==> src/rtl/ram_copy_engine.sv <==
// Block copy / block fill initiator for a 32x8 single-port RAM with combinational read.
// Optional running checksum of written words enabled by defining RAM_COPY_CHECKSUM_EN.
`timescale 1ns/1ps

module ram_copy_engine #(
    parameter int AW = 5,
    parameter int DW = 8,
    parameter int LW = 6
) (
    input  logic          clk_i,
    input  logic          rst_i,
    input  logic          start_i,
    input  logic          mode_i,
    input  logic [AW-1:0] src_i,
    input  logic [AW-1:0] dst_i,
    input  logic [LW-1:0] len_i,
    input  logic [DW-1:0] fill_i,
    output logic          busy_o,
    output logic          done_o,
    output logic          err_o,
    output logic          ram_wen_o,
    output logic [AW-1:0] ram_addr_o,
    output logic [DW-1:0] ram_din_o,
    input  logic [DW-1:0] ram_dout_i
`ifdef RAM_COPY_CHECKSUM_EN
    ,
    output logic [DW-1:0] sum_o
`endif
);

    localparam logic [LW-1:0] DEPTH = LW'(2 ** AW);

    typedef enum logic [2:0] {
        S_IDLE,
        S_RD,
        S_WR,
        S_FILL,
        S_DONE,
        S_ERR
    } state_t;

    state_t        r_state;
    logic [AW-1:0] r_src;
    logic [AW-1:0] r_dst;
    logic [LW-1:0] r_rem;
    logic [DW-1:0] r_hold;
    logic [AW-1:0] r_addr;
    logic          r_wen;
    logic          r_busy;
    logic          r_done;
    logic          r_err;

    // RAM-side outputs are registered: each transition loads the values the next state presents.
    // r_hold doubles as the write-data register (read word in copy, fill value in fill).
    always_ff @(posedge clk_i) begin
        if (rst_i) begin
            r_state <= S_IDLE;
            r_src   <= '0;
            r_dst   <= '0;
            r_rem   <= '0;
            r_hold  <= '0;
            r_addr  <= '0;
            r_wen   <= 1'b0;
            r_busy  <= 1'b0;
            r_done  <= 1'b0;
            r_err   <= 1'b0;
        end else begin
            case (r_state)
                S_IDLE: begin
                    r_done <= 1'b0;
                    r_err  <= 1'b0;
                    r_wen  <= 1'b0;
                    r_addr <= '0;
                    r_hold <= '0;
                    if (start_i) begin
                        r_src  <= src_i;
                        r_dst  <= dst_i;
                        r_rem  <= len_i;
                        r_busy <= 1'b1;
                        if (len_i > DEPTH) begin
                            r_state <= S_ERR;
                            r_err   <= 1'b1;
                        end else if (len_i == '0) begin
                            r_state <= S_DONE;
                            r_done  <= 1'b1;
                        end else if (!mode_i) begin
                            r_state <= S_RD;
                            r_addr  <= src_i;
                        end else begin
                            r_state <= S_FILL;
                            r_addr  <= dst_i;
                            r_hold  <= fill_i;
                            r_wen   <= 1'b1;
                        end
                    end
                end
                S_RD: begin
                    r_hold  <= ram_dout_i;
                    r_src   <= r_src + 1'b1;
                    r_addr  <= r_dst;
                    r_wen   <= 1'b1;
                    r_state <= S_WR;
                end
                S_WR, S_FILL: begin
                    r_dst <= r_dst + 1'b1;
                    r_rem <= r_rem - 1'b1;
                    if (r_rem == LW'(1)) begin
                        r_state <= S_DONE;
                        r_done  <= 1'b1;
                        r_wen   <= 1'b0;
                        r_addr  <= '0;
                        r_hold  <= '0;
                    end else if (r_state == S_WR) begin
                        r_state <= S_RD;
                        r_wen   <= 1'b0;
                        r_addr  <= r_src;
                    end else begin
                        r_addr <= r_dst + 1'b1;
                    end
                end
                S_DONE, S_ERR: begin
                    r_state <= S_IDLE;
                    r_done  <= 1'b0;
                    r_err   <= 1'b0;
                    r_busy  <= 1'b0;
                    r_wen   <= 1'b0;
                    r_addr  <= '0;
                    r_hold  <= '0;
                end
                default: begin
                    r_state <= S_IDLE;
                    r_done  <= 1'b0;
                    r_err   <= 1'b0;
                    r_busy  <= 1'b0;
                    r_wen   <= 1'b0;
                    r_addr  <= '0;
                    r_hold  <= '0;
                end
            endcase
        end
    end

    assign busy_o     = r_busy;
    assign done_o     = r_done;
    assign err_o      = r_err;
    assign ram_wen_o  = r_wen;
    assign ram_addr_o = r_addr;
    assign ram_din_o  = r_hold;

`ifdef RAM_COPY_CHECKSUM_EN
    logic [DW-1:0] r_sum;

    // Any start seen in IDLE clears the sum, including rejected ones.
    always_ff @(posedge clk_i) begin
        if (rst_i) begin
            r_sum <= '0;
        end else if (r_state == S_IDLE && start_i) begin
            r_sum <= '0;
        end else if (r_wen) begin
            r_sum <= r_sum + r_hold;
        end
    end

    assign sum_o = r_sum;
`endif

endmodule

==> config.mk <==
export PLATFORM = sky130hd
export DESIGN_NAME = ram_copy_engine
export DESIGN_NICKNAME = d
export VERILOG_FILES = /design/src/rtl/ram_copy_engine.sv
export SDC_FILE = /design/constraint.sdc
export NUM_CORES = 1
export LEC_CHECK = 0
export CORE_ASPECT_RATIO = 1.25
export CORE_MARGIN = 2
export CORE_UTILIZATION = 40
export DETAILED_ROUTE_END_ITERATION = 12
export DONT_BUFFER_PORTS = 1
export SLEW_MARGIN = 20
export SYNTH_ARGS = -nofsm -noshare
export SYNTH_HDL_FRONTEND = slang
export SYNTH_SLANG_ARGS = --single-unit
==> constraint.sdc <==
create_clock -name clk_i -period 2.8 [get_ports clk_i]
set_clock_uncertainty 0.1 [all_clocks]
set_input_delay 0.14 -clock clk_i [delete_from_list [all_inputs] [get_ports clk_i]]
set_output_delay 0.14 -clock clk_i [all_outputs]
set_load 0.02 [all_outputs]
==> summary.txt <==
Run status
  • Status: completed

STA
  • Final TNS setup: 0 ps
  • Crit share post-route: 88.8%
  • Fmax: 402 MHz
  • Slew Limit Fails: 0
  • Final min period: 2490 ps
  • Final setup fails: 0
  • Final hold vios: 0
  • Worst Tran Pin Value: 561 ps
  • Slew Limit Headroom: between 60% and 70%
  • RSZ-0062 raised after global routing: false

Drt
  • Routed vias: 1829
  • Antenna Violating Nets Remaining: 0
  • First-pass iteration count of the detailed router: 4
  • Wire length per cell: between 15 and 20 µm
  • Drt total wl: approximately 5500 µm
  • DRC viols: 0
  • 1st-iter DRT viols: 113
  • Via-per-instance ratio: 5.84

Setup path
  • Arrival @ worst endpoint: 2630 ps
  • Crit-path slowest cell: or4b_1
  • Worst-path fanout max: 16
  • Crit Path Class: reg2reg
  • Crit. End Element: register
  • Crit start category: register
  • Data required, critical path: 2940 ps
  • Crit path largest cell delay: 800 ps
  • Critical path cell sequence: or4b_1 -> nand2_1 -> a21oi_1 -> a2111oi_2 -> dlygate4sd3_1

Clock tree
  • Clock latency at the later pin of the worst-skew pair: 300 ps
  • CTS resizes: 0
  • Clk buf depth: 2
  • Total CTS buffers: 5
  • Worst-path clk slew: roughly 80 ps
  • Clock sink count: 36
  • Post-CTS setup repair buffer count: 0
  • CTS tree: yes
  • Clk Tree Root Cell: clkbuf_8
  • H-tree depth: 2

Finish
  • Fillers: between 400 and 500
  • NumNets Final: roughly 290
  • Post-route cell area: 2410 µm²
  • Area growth, synth to finish: 24.9%
  • Share of cells above drive strength 1: a little under an eighth
  • Antenna cells: 0

Place
  • Port bufs: 0
  • Hpwl dp: 3680 µm
  • Placed Instance Area: 1960 µm²
  • Routability cong.: 0.806

Power
  • Peak supply drop: 0.000359 V
  • PwrDens: 704 nW/µm²
  • Leak pwr: between 0.8 and 0.9 nW
  • Sequential share of power: 43.1%
  • NetSw: 0.600 mW
  • Clock group share of total power: 27.0%
  • Power Internal: 1.10 mW
  • Total design power: 1.70 mW
  • Comb power frac: between 20 and 30%
  • Sw Ratio: 35.3%

Logic synthesis
  • Post-synthesis cell type count: 48
  • Synthesized flop and latch total: 36
  • Async SR Flop Fraction: 0%
  • Gate Count Post-Synth: 224
  • EDFF count, synth: 0
  • Synth Area per Inst: 8.62 µm²
  • Synth Cell Area: roughly 1900 µm²
  • Mapped Nets: 264
  • Top cells by area, synth: dfxtp_1 (37%), a21oi_1 (5.2%), a22oi_1 (5.1%)
  • Seq/Total Area, Yosys: 37.3%
  • Most frequent cells after synthesis: dfxtp_1 (36), nor2_1 (24), a21oi_1 (20), a22oi_1 (13), nand2_1 (11)
  • Yosys top cell area share: 37.3%
  • Yosys top cell by area: dfxtp_1
  • Synth Warn #: 0
  • Top FF cell, synth: dfxtp_1
  • Most frequent cell after synthesis: dfxtp_1

Floorplan
  • CORE AREA: 4690 µm²
  • Die ar.: 5400 µm²
  • Chip Height: 81.7 µm
  • Die width: 66.1 µm
  • FP Rows: 28
  • Initial core utilization: 41.1%
  • Top Ports: 53

Global routing
  • Vias in the first global route: between 1.5k and 2k
  • Overflow after GRT: 0
  • Gr usage total: 21.4%
  • Largest net degree at the start of global routing: 30
  • Initial antenna violation count: 0
  • First-pass GRT wire length: 8730 µm

Run
  • Max-cap violations: 0

Worst hold path
  • Worst min-delay path class: in2reg
metal layers:
metal,global-route usage [%],wire [µm]
met4,8.37,100
met3,5.21,349
met2,35.8,2810
met5,0,0
met1,26.3,2280
final timing paths:
path / start / endpoint / slack [ps] / cells after the start
setup / recovery: r_state[0] / r_src[4] / 310 / 5
hold / removal: start_i / r_rem[5] / 30 / 3
setup reg to reg: r_state[0] / r_src[4] / 310 / 5
hold reg to reg: r_rem[4] / r_rem[4] / 390 / 2
critical path: cells and delay by family (launching register included):
family | cells | cell delay [ps]
AO/OA/AOI/OAI | 2 | 340
buffers and inverters | 1 | 580
flip-flops | 1 | 490
AND/OR/NAND/NOR | 2 | 930
power groups by stage:
stage	clock network [mW]	logic [mW]	registers, mW
floorplan	0	0.395	0.694
global placement	0	0.444	0.741
detailed placement	0	0.446	0.742
CTS	0.469	0.506	0.730
global route	0.485	0.568	0.746
finish	0.459	0.507	0.732
timing repair:
item                                    4_1_cts  5_1_grt
endpoints found under the setup margin        0        0
hold endpoints to repair                     31        0
hold buffers                                 35        0
cell families after synthesis:
group	share of synthesized area, %
xor+xnor	1.36
buf+inv	4.86
simple gates	21.4
fa+ha+maj	2.59
compound gates	28.4
mux	4.08
flops	37.3
flip-flops by register name, indices dropped and copies added (netlist names):
signal,flops
ram_wen_o,1
ram_addr_o,5
busy_o,1
r_dst,5
ram_din_o,8
done_o,1
r_src,5
err_o,1
r_state,3
r_rem,6
layout make-up:
| cell class | instances | area (µm²) | area share [%] |
|---|---|---|---|
| inverter | 3 | 11.3 | 0.467 |
| clock inverter | 2 | 35.0 | 1.45 |
| multi-input combinational | 167 | 1120 | 46.5 |
| tap | 60 | 75.1 | 3.11 |
| clock buffer | 6 | 72.6 | 3.01 |
| sequential | 36 | 721 | 29.9 |
| timing repair buffer | 39 | 375 | 15.6 |
cell usage in the layout (no fill, tap or decap), drive strengths merged, types with 4 or more instances in the layout:
cell	Yosys	routed
nand2	11	11
o2bb2ai	8	8
nand3	10	10
nor2	25	25
nor3	8	8
buf	8	5
a21oi	20	20
clkbuf	10	6
dlygate4sd3	0	34
a22oi	13	13
ha	4	4
dfxtp	36	36
mux2	7	7
or3	4	4
a211oi	4	4
o21ai	7	7
a31oi	6	6
through the flow:
| step | setup slack [ps] | util, % | hold WS [ps] | std cells |
|---|---|---|---|---|
| after global placement | 878 | 41.7 | 113 | 270 |
| final | 314 | 51.4 | 27.7 | 313 |
| after CTS | 322 | 51.5 | 18.7 | 313 |
| after global routing | 135 | 51.4 | 45.2 | 313 |
| after detailed placement | 815 | 41.7 | 113 | 270 |
| after floorplan | 1130 | - | 157 | 224 |
Power figures use the tool's default switching activity.
